`config.mk`:
```
export PLATFORM = sky130hd
export DESIGN_NAME = pc_sequencer
export DESIGN_NICKNAME = d
export VERILOG_FILES = /design/src/rtl/pc_sequencer.sv
export SDC_FILE = /design/constraint.sdc
export NUM_CORES = 1
export LEC_CHECK = 0
export CORE_ASPECT_RATIO = 0.7
export CORE_MARGIN = 2
export CORE_UTILIZATION = 40
export DETAILED_ROUTE_END_ITERATION = 10
export PLACE_DENSITY = 0.77
export SLEW_MARGIN = 20
export SYNTH_ARGS = -nofsm -noshare
export SYNTH_HDL_FRONTEND = slang
export SYNTH_SLANG_ARGS = --single-unit
```
`constraint.sdc`:
```
create_clock -name CLK -period 3.5 [get_ports CLK]
set_clock_uncertainty 0.05 [all_clocks]
set_input_delay 0.7 -clock CLK [delete_from_list [all_inputs] [get_ports CLK]]
set_output_delay 0.7 -clock CLK [all_outputs]
set_load 0.02 [all_outputs]
```
`src/rtl/pc_sequencer.sv`:
```
// -----------------------------------------------------------------------------
// pc_sequencer
//
// Purpose:
//   This block is the program-counter sequencer of a simple multi-cycle core.
//   It fetches an instruction at PC and waits for instruction memory. It then
//   latches the word into IR and holds in EXEC until the datapath retires it.
//   On retirement it advances PC by one of three rules: sequential (PC+4),
//   taken branch (PC+4 + imm*4) or jump (region of PC+4 plus the 26-bit
//   target). When it fetches the HALT_WORD encoding it parks in HALT, and only
//   reset can release it.
//
// Parameters:
//   RESET_PC    PC value loaded on reset
//   HALT_WORD   instruction encoding that stops sequencing
//
// Ports:
//   CLK          in   1   system clock, rising-edge active
//   reset        in   1   asynchronous active-low reset
//   imem_ready   in   1   Instr is valid this cycle
//   Instr        in  32   instruction word from instruction memory
//   Jump         in   1   decoded jump for IR (used in EXEC only)
//   Branch       in   1   decoded conditional branch for IR (EXEC only)
//   Bzero        in   1   ALU zero flag (EXEC only)
//   imm          in  32   sign-extended word offset (EXEC only)
//   stall        in   1   datapath not ready to retire; holds EXEC
//   imem_req     out  1   fetch request at address PC
//   PC           out 32   program counter (registered)
//   IR           out 32   latched instruction (registered)
//   instr_valid  out  1   IR holds an instruction being executed
//   PC_src       out  2   next-PC source: 00 PC+4, 01 branch, 10 jump, 11 hold
//   state        out  2   00 FETCH, 01 WAIT, 10 EXEC, 11 HALT
// -----------------------------------------------------------------------------
module pc_sequencer #(
    parameter logic [31:0] RESET_PC  = 32'h0000_0000,
    parameter logic [31:0] HALT_WORD = 32'hFFFF_FFFF
) (
    input  logic        CLK,
    input  logic        reset,
    input  logic        imem_ready,
    input  logic [31:0] Instr,
    input  logic        Jump,
    input  logic        Branch,
    input  logic        Bzero,
    input  logic [31:0] imm,
    input  logic        stall,
    output logic        imem_req,
    output logic [31:0] PC,
    output logic [31:0] IR,
    output logic        instr_valid,
    output logic [1:0]  PC_src,
    output logic [1:0]  state
);

    typedef enum logic [1:0] {
        ST_FETCH = 2'b00,
        ST_WAIT  = 2'b01,
        ST_EXEC  = 2'b10,
        ST_HALT  = 2'b11
    } state_e;

    typedef enum logic [1:0] {
        SRC_SEQ    = 2'b00,
        SRC_BRANCH = 2'b01,
        SRC_JUMP   = 2'b10,
        SRC_HOLD   = 2'b11
    } pc_src_e;

    state_e      state_q, state_d;
    logic [31:0] pc_q, pc_d;
    logic [31:0] ir_q, ir_d;

    logic [31:0] pc4;
    logic [31:0] jump_target;
    logic [31:0] branch_target;
    pc_src_e     pc_src_sel;

    // Target arithmetic is modulo 2^32; any carry out of bit 31 is dropped.
    assign pc4           = pc_q + 32'd4;
    assign jump_target   = {pc4[31:28], ir_q[25:0], 2'b00};
    assign branch_target = pc4 + (imm << 2);

    // NOTE: every signal written here gets a default first, so no path through
    // the case statement can leave one unassigned and infer a latch.
    always_comb begin
        state_d     = state_q;
        pc_d        = pc_q;
        ir_d        = ir_q;
        imem_req    = 1'b0;
        instr_valid = 1'b0;
        pc_src_sel  = SRC_HOLD;

        case (state_q)
            ST_FETCH, ST_WAIT: begin
                imem_req = 1'b1;
                if (imem_ready) begin
                    ir_d    = Instr;
                    state_d = (Instr == HALT_WORD) ? ST_HALT : ST_EXEC;
                end else begin
                    state_d = ST_WAIT;
                end
            end

            ST_EXEC: begin
                instr_valid = 1'b1;
                if (!stall) begin
                    // Jump takes priority over a branch on the same instruction.
                    if (Jump) begin
                        pc_src_sel = SRC_JUMP;
                        pc_d       = jump_target;
                    end else if (Branch && Bzero) begin
                        pc_src_sel = SRC_BRANCH;
                        pc_d       = branch_target;
                    end else begin
                        pc_src_sel = SRC_SEQ;
                        pc_d       = pc4;
                    end
                    state_d = ST_FETCH;
                end
            end

            default: begin
                // HALT: PC and IR stay frozen until reset.
                state_d = ST_HALT;
            end
        endcase
    end

    // NOTE: state registers use non-blocking assignments. Every flop then
    // samples the pre-edge value of every other flop, whatever the process
    // order in simulation.
    always_ff @(posedge CLK or negedge reset) begin
        if (!reset) begin
            state_q <= ST_FETCH;
            pc_q    <= RESET_PC;
            ir_q    <= 32'h0000_0000;
        end else begin
            state_q <= state_d;
            pc_q    <= pc_d;
            ir_q    <= ir_d;
        end
    end

    // The outputs are decoded from the registered state. While reset holds
    // state at FETCH, they sit at their reset values without a separate path.
    assign PC     = pc_q;
    assign IR     = ir_q;
    assign PC_src = pc_src_sel;
    assign state  = state_q;

endmodule

```
### Word level (Yosys, flattened, before mapping)

Index checks and enable logic that the tools add are counted.

| storage, ports and cells | value |
|---|---|
| flip-flop bits (word level) | 66 |
| input port bits | 71 |

| operators by class | value |
|---|---|
| $add $sub $neg | 2 |
| equal/unequal tests | 4 |
| multiplexer cells | 12 |
| bitwise gates (word level) | 1 |
| reductions and logical operators | 5 |

Operators with widths:

| cell | number |
|---|---|
| $mux 32 | 2 |
| $add 32x3->32 const B | 1 |
| $add 32x32->32 | 1 |
| $eq 32x32->1 const B | 1 |
| $mux 2 | 5 |
| $mux 1 | 4 |
| $pmux 2 s2 | 1 |
| $reduce_and 2->1 | 2 |
| $eq 2x1->1 const B | 1 |
| $eq 2x2->1 const B | 1 |
| $logic_not 2->1 | 1 |
| $ne 2x2->1 const B | 1 |
| $reduce_or 2->1 | 1 |
| $logic_and 1x1->1 | 1 |
| $not 1->1 | 1 |

### Depth between registers and ports, before layout

| logic depth | value |
|---|---|
| depth after elaboration | 5 |
| mapped depth | 15 |
| gate-level depth less buffers | 14 |

### Least setup slack after synthesis

OpenSTA, ideal clock, no wires.

| path | value |
|---|---|
| path kind | flip-flop to flip-flop |
| from | register pc_q[12] (netlist: PC[12]) |
| to | register pc_q[31] (netlist: PC[31]) |
| setup time | 0.138 ns |
| arrival time | 3.784 ns |
| data required time | 3.312 ns |
| setup slack | -0.472 ns |
| cell stages (with the launch flop) | 15 |
| path buffers | 0 |
| cells stage by stage | dfrtp_1 > and4_1 > nand3_1 > nor3_2 > nand3_1 > xnor2_1 > ha_1 > o21ai_1 > o21a_1 > o41ai_4 > nor3_1 > a311o_1 > or4_4 > a221oi_2 > o311ai_1 |

| on the way | value |
|---|---|
| cells in the longest elaborated chain, start to end | 4 |

Ends and longest elaborated chain:

| item | RTL line | RTL |
|---|---|---|
| start: declaration | 70 | `logic [31:0] pc_q, pc_d;` |
| start signal: assignment | 139 | `pc_q <= pc_d;` |
| $add 32x3->32 (*) | 79 | `assign pc4 = pc_q + 32'd4;` |
| $add 32x32->32 | 81 | `assign branch_target = pc4 + (imm << 2);` |
| $mux 32 | 111 | `end else if (Branch && Bzero) begin` |
| $mux 32 (*) | 108 | `if (Jump) begin` |

Every way passes the cells marked *; elsewhere a longest branch is shown, timed or not.
A chain may end at the register's enable or synchronous reset.

### Worst setup path in the final report

| path | value |
|---|---|
| from | register pc_q[18] (netlist: PC[18]) |
| to | register pc_q[31] (netlist: PC[31]) |

Same word-level chain as after synthesis.

==> qor_table.md <==
| Group | Result | Reported |
|:---|:---|:---|
| outcome | Violations in the final reports | setup timing |
| place | Placer Congestion | 0.931 |
| route | Final routed DRC violation total | 0 |
| power and ir drop | Peak VDD IR | 0.630 mV |
| synth | Share of synthesized area occupied by flip-flops and latches | 31.1% |
| sta | Fin Setup TNS | -0.385 ns |
| setup path | Sort of element at the start of the critical path | flop |
| finish | Antenna cell count | 0 |
| sta | Worst-Margin Slew | 0.864 ns |
| min path | Worst min path class | input port to async pin |
| global route | Largest net degree at the start of global routing | 42 |
| synth | Compound-Gate Fraction of Synth Area | 21.1% |
| synth | Area share of the largest cell type after synthesis | 31.1% |
| place | HPWL after detailed placement | 14,600 um |
| synth | Combinational family with the most area after synthesis | compound AO/OA/AOI/OAI gates |
| setup path | Category of the most critical setup path | flop to flop |
| clock tree | CTS tree | done |
| power and ir drop | Total leakage power | 3.70 nW |
| global route | Number of antenna violations at the first check in global routing | 0 |
| sta | Unrepaired setup endpoints after global routing | yes |
| sta | Final worst slack | -0.385 ns |
| global route | Wire length of the first global-routing pass | 29,400 um |
| sta | Max Fclk | 0.257 GHz |
| clock tree | Clk Latency, worst-skew pair | 0.33 ns |
| finish | Signed area change from the synthesized netlist to the final layout | 67.4% |
| route | TritonRoute pass-1 iters | 5 |
| finish | Fill cell count | 899 |
| setup path | Worst endpoint required time | 3.65 ns |
| clock tree | Deepest clock path buffer count | 2 |
| route | Average detailed-routed wire length per instance | 19.2 um |
| sta | Worst slew slack as a fraction of its limit | 42.4% |
| finish | Layout Nets | 968 |
| synth | Post-synthesis xor/xnor area fraction | 7.99% |
| sta | Final Hold Violating Endpoints | 0 |
| sta | Final Max Tran Viols | 0 |
| flow run | Number of maximum-capacitance violations | 0 |
| sta | Setup-failing EPs final | 1 |
| synth | Largest cells by area after synthesis | dfrtp_1 (31%), ha_1 (9.0%), mux2_2 (7.0%), xnor2_1 (5.8%), a21oi_1 (4.3%) |
| synth | Most common library cells after synthesis | dfrtp_1 (64), nand2_1 (55), nor2_1 (45), a21oi_1 (44), ha_1 (37) |
| global route | Remaining Overflow, GRT | 0 |
| synth | Top cell type by total area after synthesis | dfrtp_1 |
| synth | Simple-gate share of the synthesized area | 19.8% |
| floorplan | Top Ports | 141 |
| setup path | Maximum single-stage delay on the critical path | 0.56 ns |
| finish | Ratio of cells with drive above 1 in the final layout | 32.8% |
| setup path | Critical path peak fanout | 3 |
| power and ir drop | Power per standard cell area | 913 nW/um^2 |
| clock tree | Cell at the root of the clock tree | clkbuf_16 |
| synth | YS warnings | 0 |
| synth | Most used DFF post-synth | dfrtp_1 |
| route | Vias per cell | 5.82 |
| clock tree | Num CTS Buffers | 9 |
| floorplan | Core ar. | 12,500 um^2 |
| synth | Adder-cell share of the synthesized area | 9.37% |
| floorplan | Die width | 140 um |
| clock tree | Total number of clock tree sinks | 64 |
| floorplan | Die Outline Area | 13,800 um^2 |
| place | Placed cells | 994 |
| synth | Average cell area after synthesis | 8.65 um^2 |
| synth | Async set or reset register ratio after synthesis | 100% |
| floorplan | Die Y | 99.0 um |
| finish | Final Non-Filler Cells | 1,026 |
| synth | Most repeated cell in the gate-level netlist after synthesis | dfrtp_1 |
| clock tree | CTS clock-pin slew for the worst setup and hold paths | 0.06 ns |
| setup path | Setup crit end kind | flop |
| synth | Number of library cell types mapped by synthesis | 55 |
| synth | Multiplexer fraction of the synthesized cell area | 7.77% |
| synth | Flip-flop and latch count after synthesis | 64 |
| setup path | Arrival time at the worst endpoint | 4.03 ns |
| route | Wire length after detailed routing | 19,700 um |
| outcome | Run status | finished with violations |
| clock tree | # H-tree levels | 3 |
| setup path | Crit-path cells | and4_4 -> and3_4 -> and3_4 -> and4_4 -> nand3_4 -> xnor2_4 -> ha_4 -> buf_4 -> buf_4 -> nand4_1 -> nor3_2 -> and3_1 -> a311o_1 -> or4_4 -> a221oi_2 -> o311ai_1 |
| synth | Synth Cell Area | 5150 um^2 |
| global route | Number of global-route vias before repair | 5,921 |
| place | Count of input and output buffers | 136 |
| floorplan | Num rows | 34 |
| route | Starting DRC count in detailed routing | 441 |
| sta | Final critical path time including I/O delays and setup | 3.88 ns |
| synth | Count of flip-flops with a built-in enable after synthesis | 0 |
| global route | Global-route usage over all layers | 26.6% |
| floorplan | Initial Utilization | 41.2% |
| route | Via count | 5,976 |
| sta | Final period util | 111% |
| synth | Number of instances in the synthesized netlist | 596 |
| setup path | Slowest library cell on the worst path | or4_4 |
| route | Antenna Nets Post-Route | 0 |
-- repair_timing --
| item | 4_1_cts | 5_1_grt |
|---|---|---|
| buffers inserted | 3 | 13 |
| setup endpoints to repair | 5 | 16 |
| pin swaps | 13 | 39 |
| gates resized for setup | 21 | 73 |
| hold buffers | 0 | 0 |
-- routing by layer --
| layer | routed length, um | up-vias | track usage [%] |
|---|---|---|---|
| met5 | 0 | - | 0 |
| met4 | 466 | 0 | 7.62 |
| met3 | 1450 | 50 | 5.20 |
| met2 | 9650 | 292 | 46.0 |
| met1 | 8090 | 2886 | 34.1 |
| li1 | - | 2748 | - |
-- final timing paths --
| kind | slack, ns | from | end | cells past startpoint |
|---|---|---|---|---|
| max in group asynchronous | 2.11 | reset | PC[19] | 2 |
| max | -0.38 | PC[18] | PC[31] | 16 |
| min | 0.44 | reset | IR[20] | 1 |
| min reg2reg | 0.46 | IR[31] | IR[31] | 1 |
| min in group CLK | 0.46 | IR[31] | IR[31] | 1 |
| max reg2reg | -0.38 | PC[18] | PC[31] | 16 |
-- state kept, by name, indices dropped and copies added (netlist names) --
signal	flops
PC	30
state	2
IR	32
-- metrics by stage --
stage / util [%] / cell area, um^2 / setup WS [ns] / power [mW] / hold slack (ns)
2_1_floorplan: - / 5200 / -0.185 / 3.94 / 0.354
3_3_place_gp: 60.6 / 7580 / -0.287 / 6.05 / 0.439
3_5_place_dp: 60.6 / 7580 / -0.452 / 6.21 / 0.448
4_1_cts: 64.5 / 8070 / -0.368 / 7.37 / 0.463
5_1_grt: 69.0 / 8630 / -0.476 / 8.32 / 0.479
6_report: 69.0 / 8630 / -0.385 / 7.88 / 0.438
-- where the power goes --
group	switching (mW)	internal, mW	total, mW
clock	0.332	0.733	1.07
combinational	2.69	2.67	5.36
sequential	0.348	1.11	1.46
total	3.37	4.51	7.88
-- final cells by class --
cell class	count	area, um^2	share of cell area [%]
Tap cell	162	203	2.35
Clock inverter	5	103	1.19
Inverter	10	37.5	0.435
Clock buffer	11	253	2.93
Sequential cell	64	1620	18.8
Timing Repair Buffer	276	2420	28.1
Multi-Input combinational cell	498	3990	46.3
-- layout by cell type, fill, tap and decap left out, types with 12 or more instances in the layout --
cell type        instances
clkdlybuf4s50_1        135
dfrtp_2                 13
nand4_1                 23
nand3_1                 13
xnor2_2                 14
mux2_2                  32
o21ai_0                 27
nand2_1                 53
nor2_1                  43
dfrtp_1                 51
ha_1                    25
a21o_1                  12
buf_4                  136
nor3_1                  13
xnor2_1                 17
a21oi_1                 41
-- critical path: cells and delay by family, from the launching register on --
kind            cells  cell delay [ns]
fa+ha+maj           1             0.23
xor+xnor            1             0.22
compound gates      3             0.71
flops               1             0.36
simple gates        9             1.91
buf+inv             2             0.25
-- cells by family after synthesis --
group / after synthesis
other cells: 1
compound gates: 168
buf+inv: 35
flops: 64
simple gates: 207
fa+ha+maj: 38
mux: 36
xor+xnor: 47
Note: power is estimated with default switching activity, not from simulation.
